File: config.mk
export PLATFORM = sky130hd
export DESIGN_NAME = sal_bk_timer_flat
export DESIGN_NICKNAME = d
export VERILOG_FILES = /design/src/rtl/sal_bk_timer_if.sv /design/src/rtl/sal_bk_timer.sv /design/src/flat_wrapper.sv
export SDC_FILE = /design/constraint.sdc
export NUM_CORES = 1
export LEC_CHECK = 0
export BUFFER_PORTS_ARGS = -buffer_cell sky130_fd_sc_hd__buf_2
export CAP_MARGIN = 20
export CORE_AREA = 2 2 116 118
export CTS_CLUSTER_SIZE = 28
export DETAILED_ROUTE_END_ITERATION = 10
export DIE_AREA = 0 0 118 120
export SETUP_SLACK_MARGIN = 0.3
export SYNTH_ARGS = -nofsm -noshare
export SYNTH_HDL_FRONTEND = slang
export SYNTH_SLANG_ARGS = --single-unit
File: constraint.sdc
create_clock -name clk -period 4.9 [get_ports clk]
set_clock_uncertainty 0.15 [all_clocks]
set_input_delay 0.49 -clock clk [delete_from_list [all_inputs] [get_ports clk]]
set_output_delay 0.49 -clock clk [all_outputs]
set_load 0.005 [all_outputs]
File: src/rtl/sal_bk_timer_if.sv
// BK_TIMING_IF: per-bank timing parameters shared between a timing-table
// producer and the bank timer (consumer). All fields are 8-bit unsigned
// cycle counts.
//   t_rcd : ACT to RD/WR
//   t_rp  : PRE to ACT/REF
//   t_ras : ACT to PRE
//   t_rfc : REF to ACT/REF
//   t_rtp : RD to PRE
//   t_wtp : WR to PRE
interface BK_TIMING_IF;
  logic [7:0] t_rcd;
  logic [7:0] t_rp;
  logic [7:0] t_ras;
  logic [7:0] t_rfc;
  logic [7:0] t_rtp;
  logic [7:0] t_wtp;

  modport consumer (input  t_rcd, t_rp, t_ras, t_rfc, t_rtp, t_wtp);
  modport producer (output t_rcd, t_rp, t_ras, t_rfc, t_rtp, t_wtp);
endinterface

File: src/rtl/sal_bk_timer.sv
// sal_bk_timer: single-bank DRAM command timer.
// Tracks bank state (IDLE/ACTIVE/REFRESH), the open row, and five timing
// down-counters, and reports which commands are legal this cycle.
//   clk, rst_n        : clock, asynchronous active-low reset
//   bk_timing_if      : timing parameters, sampled only when a counter loads
//   act_i..ref_i      : single-cycle command strobes
//   row_i             : row address, valid with act_i
//   *_ready_o         : command legal this cycle (from registered state)
//   state_o           : 00 IDLE, 01 ACTIVE, 10 REFRESH
//   row_o             : currently open row
//   err_o             : one-cycle pulse after an illegal command
module sal_bk_timer #(
  parameter int unsigned ROW_W = 14
) (
  input  logic             clk,
  input  logic             rst_n,
  BK_TIMING_IF.consumer    bk_timing_if,
  input  logic             act_i,
  input  logic             rd_i,
  input  logic             wr_i,
  input  logic             pre_i,
  input  logic             ref_i,
  input  logic [ROW_W-1:0] row_i,
  output logic             act_ready_o,
  output logic             rd_ready_o,
  output logic             wr_ready_o,
  output logic             pre_ready_o,
  output logic             ref_ready_o,
  output logic [1:0]       state_o,
  output logic [ROW_W-1:0] row_o,
  output logic             err_o
);

  typedef enum logic [1:0] {
    S_IDLE    = 2'b00,
    S_ACTIVE  = 2'b01,
    S_REFRESH = 2'b10
  } state_e;

  state_e           state_q, state_d;
  logic [7:0]       rcd_cnt_q, rcd_cnt_d;
  logic [7:0]       ras_cnt_q, ras_cnt_d;
  logic [7:0]       rtp_cnt_q, rtp_cnt_d;
  logic [7:0]       rp_cnt_q,  rp_cnt_d;
  logic [7:0]       rfc_cnt_q, rfc_cnt_d;
  logic [ROW_W-1:0] row_q, row_d;
  logic             err_q, err_d;

  logic             legal;
  logic             any_cmd;
  logic [7:0]       rtp_ld, wtp_ld, rfc_ld;

  // A timing value t makes the dependent command ready t cycles later;
  // the load cycle itself counts as one, so load t-1 (0 behaves as 1).
  function automatic logic [7:0] ld_val(input logic [7:0] t);
    return (t == 8'd0) ? 8'd0 : t - 8'd1;
  endfunction

  function automatic logic [7:0] dec(input logic [7:0] c);
    return (c == 8'd0) ? 8'd0 : c - 8'd1;
  endfunction

  assign act_ready_o = (state_q == S_IDLE) && (rp_cnt_q == 8'd0) && (rfc_cnt_q == 8'd0);
  assign ref_ready_o = act_ready_o;
  assign rd_ready_o  = (state_q == S_ACTIVE) && (rcd_cnt_q == 8'd0);
  assign wr_ready_o  = rd_ready_o;
  assign pre_ready_o = (state_q == S_ACTIVE) && (ras_cnt_q == 8'd0) && (rtp_cnt_q == 8'd0);

  assign state_o = state_q;
  assign row_o   = row_q;
  assign err_o   = err_q;

  assign any_cmd = act_i | rd_i | wr_i | pre_i | ref_i;
  assign legal   = $onehot({act_i, rd_i, wr_i, pre_i, ref_i}) &&
                   ((act_i && act_ready_o) || (rd_i  && rd_ready_o) ||
                    (wr_i  && wr_ready_o)  || (pre_i && pre_ready_o) ||
                    (ref_i && ref_ready_o));

  assign rtp_ld = ld_val(bk_timing_if.t_rtp);
  assign wtp_ld = ld_val(bk_timing_if.t_wtp);
  assign rfc_ld = ld_val(bk_timing_if.t_rfc);

  always_comb begin
    state_d   = state_q;
    rcd_cnt_d = dec(rcd_cnt_q);
    ras_cnt_d = dec(ras_cnt_q);
    rtp_cnt_d = dec(rtp_cnt_q);
    rp_cnt_d  = dec(rp_cnt_q);
    rfc_cnt_d = dec(rfc_cnt_q);
    row_d     = row_q;
    err_d     = any_cmd && !legal;

    // Exit refresh on the edge where rfc_cnt reaches 0.
    if (state_q == S_REFRESH && rfc_cnt_q <= 8'd1) begin
      state_d = S_IDLE;
    end

    // Loads override the default decrement assigned above.
    if (legal) begin
      if (act_i) begin
        state_d   = S_ACTIVE;
        rcd_cnt_d = ld_val(bk_timing_if.t_rcd);
        ras_cnt_d = ld_val(bk_timing_if.t_ras);
        row_d     = row_i;
      end else if (rd_i) begin
        rtp_cnt_d = (rtp_cnt_q > rtp_ld) ? rtp_cnt_q : rtp_ld;
      end else if (wr_i) begin
        rtp_cnt_d = (rtp_cnt_q > wtp_ld) ? rtp_cnt_q : wtp_ld;
      end else if (pre_i) begin
        state_d  = S_IDLE;
        rp_cnt_d = ld_val(bk_timing_if.t_rp);
      end else begin
        rfc_cnt_d = rfc_ld;
        state_d   = (rfc_ld != 8'd0) ? S_REFRESH : S_IDLE;
      end
    end
  end

  always_ff @(posedge clk or negedge rst_n) begin
    if (!rst_n) begin
      state_q   <= S_IDLE;
      rcd_cnt_q <= '0;
      ras_cnt_q <= '0;
      rtp_cnt_q <= '0;
      rp_cnt_q  <= '0;
      rfc_cnt_q <= '0;
      row_q     <= '0;
      err_q     <= 1'b0;
    end else begin
      state_q   <= state_d;
      rcd_cnt_q <= rcd_cnt_d;
      ras_cnt_q <= ras_cnt_d;
      rtp_cnt_q <= rtp_cnt_d;
      rp_cnt_q  <= rp_cnt_d;
      rfc_cnt_q <= rfc_cnt_d;
      row_q     <= row_d;
      err_q     <= err_d;
    end
  end

endmodule
File: src/flat_wrapper.sv
// flat-port wrapper written by rule: the top's interface ports become plain ports
module sal_bk_timer_flat 
#(
  parameter int unsigned ROW_W = 14
)
  (clk, rst_n, act_i, rd_i, wr_i, pre_i, ref_i, row_i, act_ready_o, rd_ready_o, wr_ready_o, pre_ready_o, ref_ready_o, state_o, row_o, err_o, bk_timing_if_t_rcd, bk_timing_if_t_rp, bk_timing_if_t_ras, bk_timing_if_t_rfc, bk_timing_if_t_rtp, bk_timing_if_t_wtp);
  BK_TIMING_IF bk_timing_if_i ();
  input  logic clk;
  input  logic rst_n;
  input  logic act_i;
  input  logic rd_i;
  input  logic wr_i;
  input  logic pre_i;
  input  logic ref_i;
  input  logic [ROW_W-1:0] row_i;
  output logic act_ready_o;
  output logic rd_ready_o;
  output logic wr_ready_o;
  output logic pre_ready_o;
  output logic ref_ready_o;
  output logic [1:0] state_o;
  output logic [ROW_W-1:0] row_o;
  output logic err_o;
  input wire logic [$bits(bk_timing_if_i.t_rcd)-1:0] bk_timing_if_t_rcd;
  input wire logic [$bits(bk_timing_if_i.t_rp)-1:0] bk_timing_if_t_rp;
  input wire logic [$bits(bk_timing_if_i.t_ras)-1:0] bk_timing_if_t_ras;
  input wire logic [$bits(bk_timing_if_i.t_rfc)-1:0] bk_timing_if_t_rfc;
  input wire logic [$bits(bk_timing_if_i.t_rtp)-1:0] bk_timing_if_t_rtp;
  input wire logic [$bits(bk_timing_if_i.t_wtp)-1:0] bk_timing_if_t_wtp;
  assign bk_timing_if_i.t_rcd = bk_timing_if_t_rcd;
  assign bk_timing_if_i.t_rp = bk_timing_if_t_rp;
  assign bk_timing_if_i.t_ras = bk_timing_if_t_ras;
  assign bk_timing_if_i.t_rfc = bk_timing_if_t_rfc;
  assign bk_timing_if_i.t_rtp = bk_timing_if_t_rtp;
  assign bk_timing_if_i.t_wtp = bk_timing_if_t_wtp;
  sal_bk_timer #(.ROW_W(ROW_W)) u_core (.clk(clk), .rst_n(rst_n), .bk_timing_if(bk_timing_if_i), .act_i(act_i), .rd_i(rd_i), .wr_i(wr_i), .pre_i(pre_i), .ref_i(ref_i), .row_i(row_i), .act_ready_o(act_ready_o), .rd_ready_o(rd_ready_o), .wr_ready_o(wr_ready_o), .pre_ready_o(pre_ready_o), .ref_ready_o(ref_ready_o), .state_o(state_o), .row_o(row_o), .err_o(err_o));
endmodule
==> key figures <==
Detailed routing
  – Vias: roughly 4.0k
  – DR pass1 iterations: 4
  – Post-DRT Antenna Nets: 0
  – Initial DRC count: ~220
  – Drc violations: 0
  – Routed Wire Length: 11.0 mm
  – Routed length per placed instance: about 14 microns
  – Via-to-Cell Ratio: 5.20

CTS
  – Post-CTS Setup Repair Bufs: 0
  – Clock Root Buffer: clkbuf_16
  – Resize count post-CTS: 0
  – Worst-path clk slew: roughly 60 ps
  – TritonCTS buffer count: 9
  – CTS Sinks: 57
  – CTS Buffer Depth: 2
  – H-Tree Depth: 3
  – Clk_lat worst skew: ~330 ps
  – CTS Hold Bufs: 0
  – TritonCTS clock tree: done

Yosys
  – YS warnings: 0
  – Synth area leaders: dfrtp_1, ha_1, xnor2_1
  – Synth Register Bits: between 50 and 60
  – Async set-reset flop share out of synthesis: 100%
  – Yosys top cell area share: between 30% and 40%
  – Post-synth EDFFs: 0
  – Mapped cell area: between 4000 and 5000 sq um
  – Netlist cell types: 62
  – Post-synthesis net count: between 500 and 600
  – Ys flop type: dfrtp_1
  – Top cells by count, synth: dfrtp_1, nand2_1, ha_1
  – Syn avg cell area: around 9 sq um
  – Most common cell in the netlist: dfrtp_1
  – Area leader, netlist: dfrtp_1
  – Sequential share of the synthesized area: about 32%
  – Syn Inst Count: slightly below 500

GRT
  – Antenna violations before repair: 0
  – Total grt overflow: 0
  – Vias in the first global route: about 4.1k
  – All-Layer GR Usage: ~16%
  – Largest net degree at the start of global routing: 58
  – First-pass GRT wire length: between 15 and 20 mm

Worst setup path
  – Startpoint types: input port
  – Crit-path cells: buf_2 -> or4_1 -> or4b_1 -> nand2b_1 -> ha_1 -> nor2b_1 -> o211ai_1 -> a21oi_1 -> o21ba_2 -> o21ai_1 -> o21ai_0 -> a22o_1
  – RR Endpoint: u_core.ras_cnt_q[4]
  – Max incr delay on CP: approximately 700 ps
  – Setup crit end kind: register
  – Worst reg2reg path depth: 9
  – WP data required: ~5000 ps
  – Critical Path Fanout Max: 13
  – WP data arrival: between 3000 and 4000 ps
  – Slowest CP cell: or4b_1
  – Reg-to-reg critical path startpoint: u_core.rtp_cnt_q[0]
  – Reg2Reg Setup Slack: 1520 ps
  – Crit path kind: input port to register

Timing
  – Final Setup Violations: 0
  – Fmax: ~270 MHz
  – RSZ-0062 raised after global routing: no
  – Max-slew violation count: 0
  – Fin crit share: 75.6%
  – Least-Margin Pin Slew: between 800 and 900 ps
  – Final Hold Vio Count: 0
  – Slew margin rel.: 41.9%
  – Fin crit period: between 3000 and 4000 ps
  – Final WS setup: roughly 1200 ps
  – Setup tns final: 0 ps

Die
  – DIE AREA: between 10000 and 15000 sq um
  – Die Span Y: around 120 microns
  – Starting Density: between 30% and 40%
  – Core ar.: roughly 13000 sq um
  – Die width: 118 microns
  – Cell Rows: 42
  – I/O pins: 91

Power
  – Peak supply drop: a little under 0.2 mV
  – Power per cell area: ~250 nW/um^2
  – PnR Total Power: approximately 1.3 mW
  – Leak pwr: ~2.4 nW

Place
  – DP Wirelength: roughly 8.5 mm
  – I/O Buffers: 90
  – Dpl cell area: slightly above 5000 sq um
  – Setup WS pre-CTS: about 880 ps
  – Placed cell count: about 750
  – Placer Congestion: 0.875

Run
  – # Max-Cap Violations: 0

Layout
  – Area delta synth->final: 22.5%
  – Layout cell share with drive strength beyond 1: between 20% and 30%
  – Non-filler instance count after layout: 762
  – Layout Nets: 688
  – Ant diodes: 0
  – Final Instance Area: approximately 5400 sq um

Hold path
  – HP Class: input port to async pin

Outcome
  – Outcome: completed
layer usage:
layer	up-vias	track usage [%]	share of wire, %
met4	0	6.70	2.4
met2	106	27.8	48
met1	1864	20.4	45
met3	24	2.80	4.5
met5	-	0	0
li1	1969	-	-
worst max-delay path: cells and delay by family:
| family | cells | cell delay [ps] |
|---|---|---|
| AO/OA/AOI/OAI | 6 | 1320 |
| AND/OR/NAND/NOR | 4 | 1600 |
| adder cells (fa/ha/maj) | 1 | 250 |
| buffers and inverters | 1 | 120 |
through the flow:
stage,utilization (%),hold slack [ps]
global route,41.5,211
detailed placement,38.9,342
global placement,38.9,335
CTS,41.5,198
finish,41.5,162
floorplan,-,44.4
cell families after synthesis:
group | count (synthesis) | share of synthesized area, %
xor gates and xnor gates | 49 | 9.75
buffers and inverters | 38 | 3.52
and+or+nand+nor | 176 | 22.0
AOI/OAI and AO/OA | 107 | 16.2
muxes | 20 | 4.97
adders and majority gates | 38 | 11.1
DFF | 57 | 32.4
layout make-up:
class | instances | area [sq um]
fill | 1320 | 7590
multi-input combinational | 390 | 2820
sequential | 57 | 1430
timing repair buffer | 92 | 465
clock buffer | 9 | 225
tap | 176 | 220
clock inverter | 7 | 116
inverter | 31 | 116
sequential cells by signal, summed over array words and instances (netlist names):
| register | count |
|---|---|
| u_core.err_o | 1 |
| u_core.rcd_cnt_q | 8 |
| u_core.rtp_cnt_q | 8 |
| u_core.rp_cnt_q | 8 |
| u_core.rfc_cnt_q | 8 |
| u_core.state_o | 2 |
| u_core.ras_cnt_q | 8 |
| u_core.row_o | 14 |
report_power, final:
| group | internal, mW | switching [mW] | total, mW |
|---|---|---|---|
| clock network | 0.496 | 0.226 | 0.722 |
| registers | 0.471 | 0.000101 | 0.471 |
| logic | 0.0605 | 0.0858 | 0.146 |
cell usage in the layout, fill, tap and decap left out, types with 8 or more instances in the layout:
master and n:
o22ai_1 26, nand2b_1 11, nand3_1 8, nor2_1 32, xnor2_1 29, clkbuf_16 9
xor2_1 20, o21ai_0 19, nand2_1 43, ha_1 36, mux2_2 15, inv_1 31
buf_2 90, a21oi_1 21, nor4_1 10, nor3_1 23, dfrtp_1 57, nor3b_1 12
how the worst max path moves through the flow:
stage	startpoint	endpoint	slack [ps]	cells past startpoint
floorplan	bk_timing_if_t_rtp[4]	u_core.rtp_cnt_q[2]	1350	11
global placement	bk_timing_if_t_rtp[4]	u_core.rtp_cnt_q[2]	990	12
global route	bk_timing_if_t_rtp[4]	u_core.rtp_cnt_q[2]	970	12
CTS	bk_timing_if_t_rtp[4]	u_core.rtp_cnt_q[3]	1220	12
finish	bk_timing_if_t_rtp[4]	u_core.rtp_cnt_q[3]	1190	12
detailed placement	bk_timing_if_t_rtp[4]	u_core.rtp_cnt_q[3]	880	12
(Power assumes the default switching activity.)
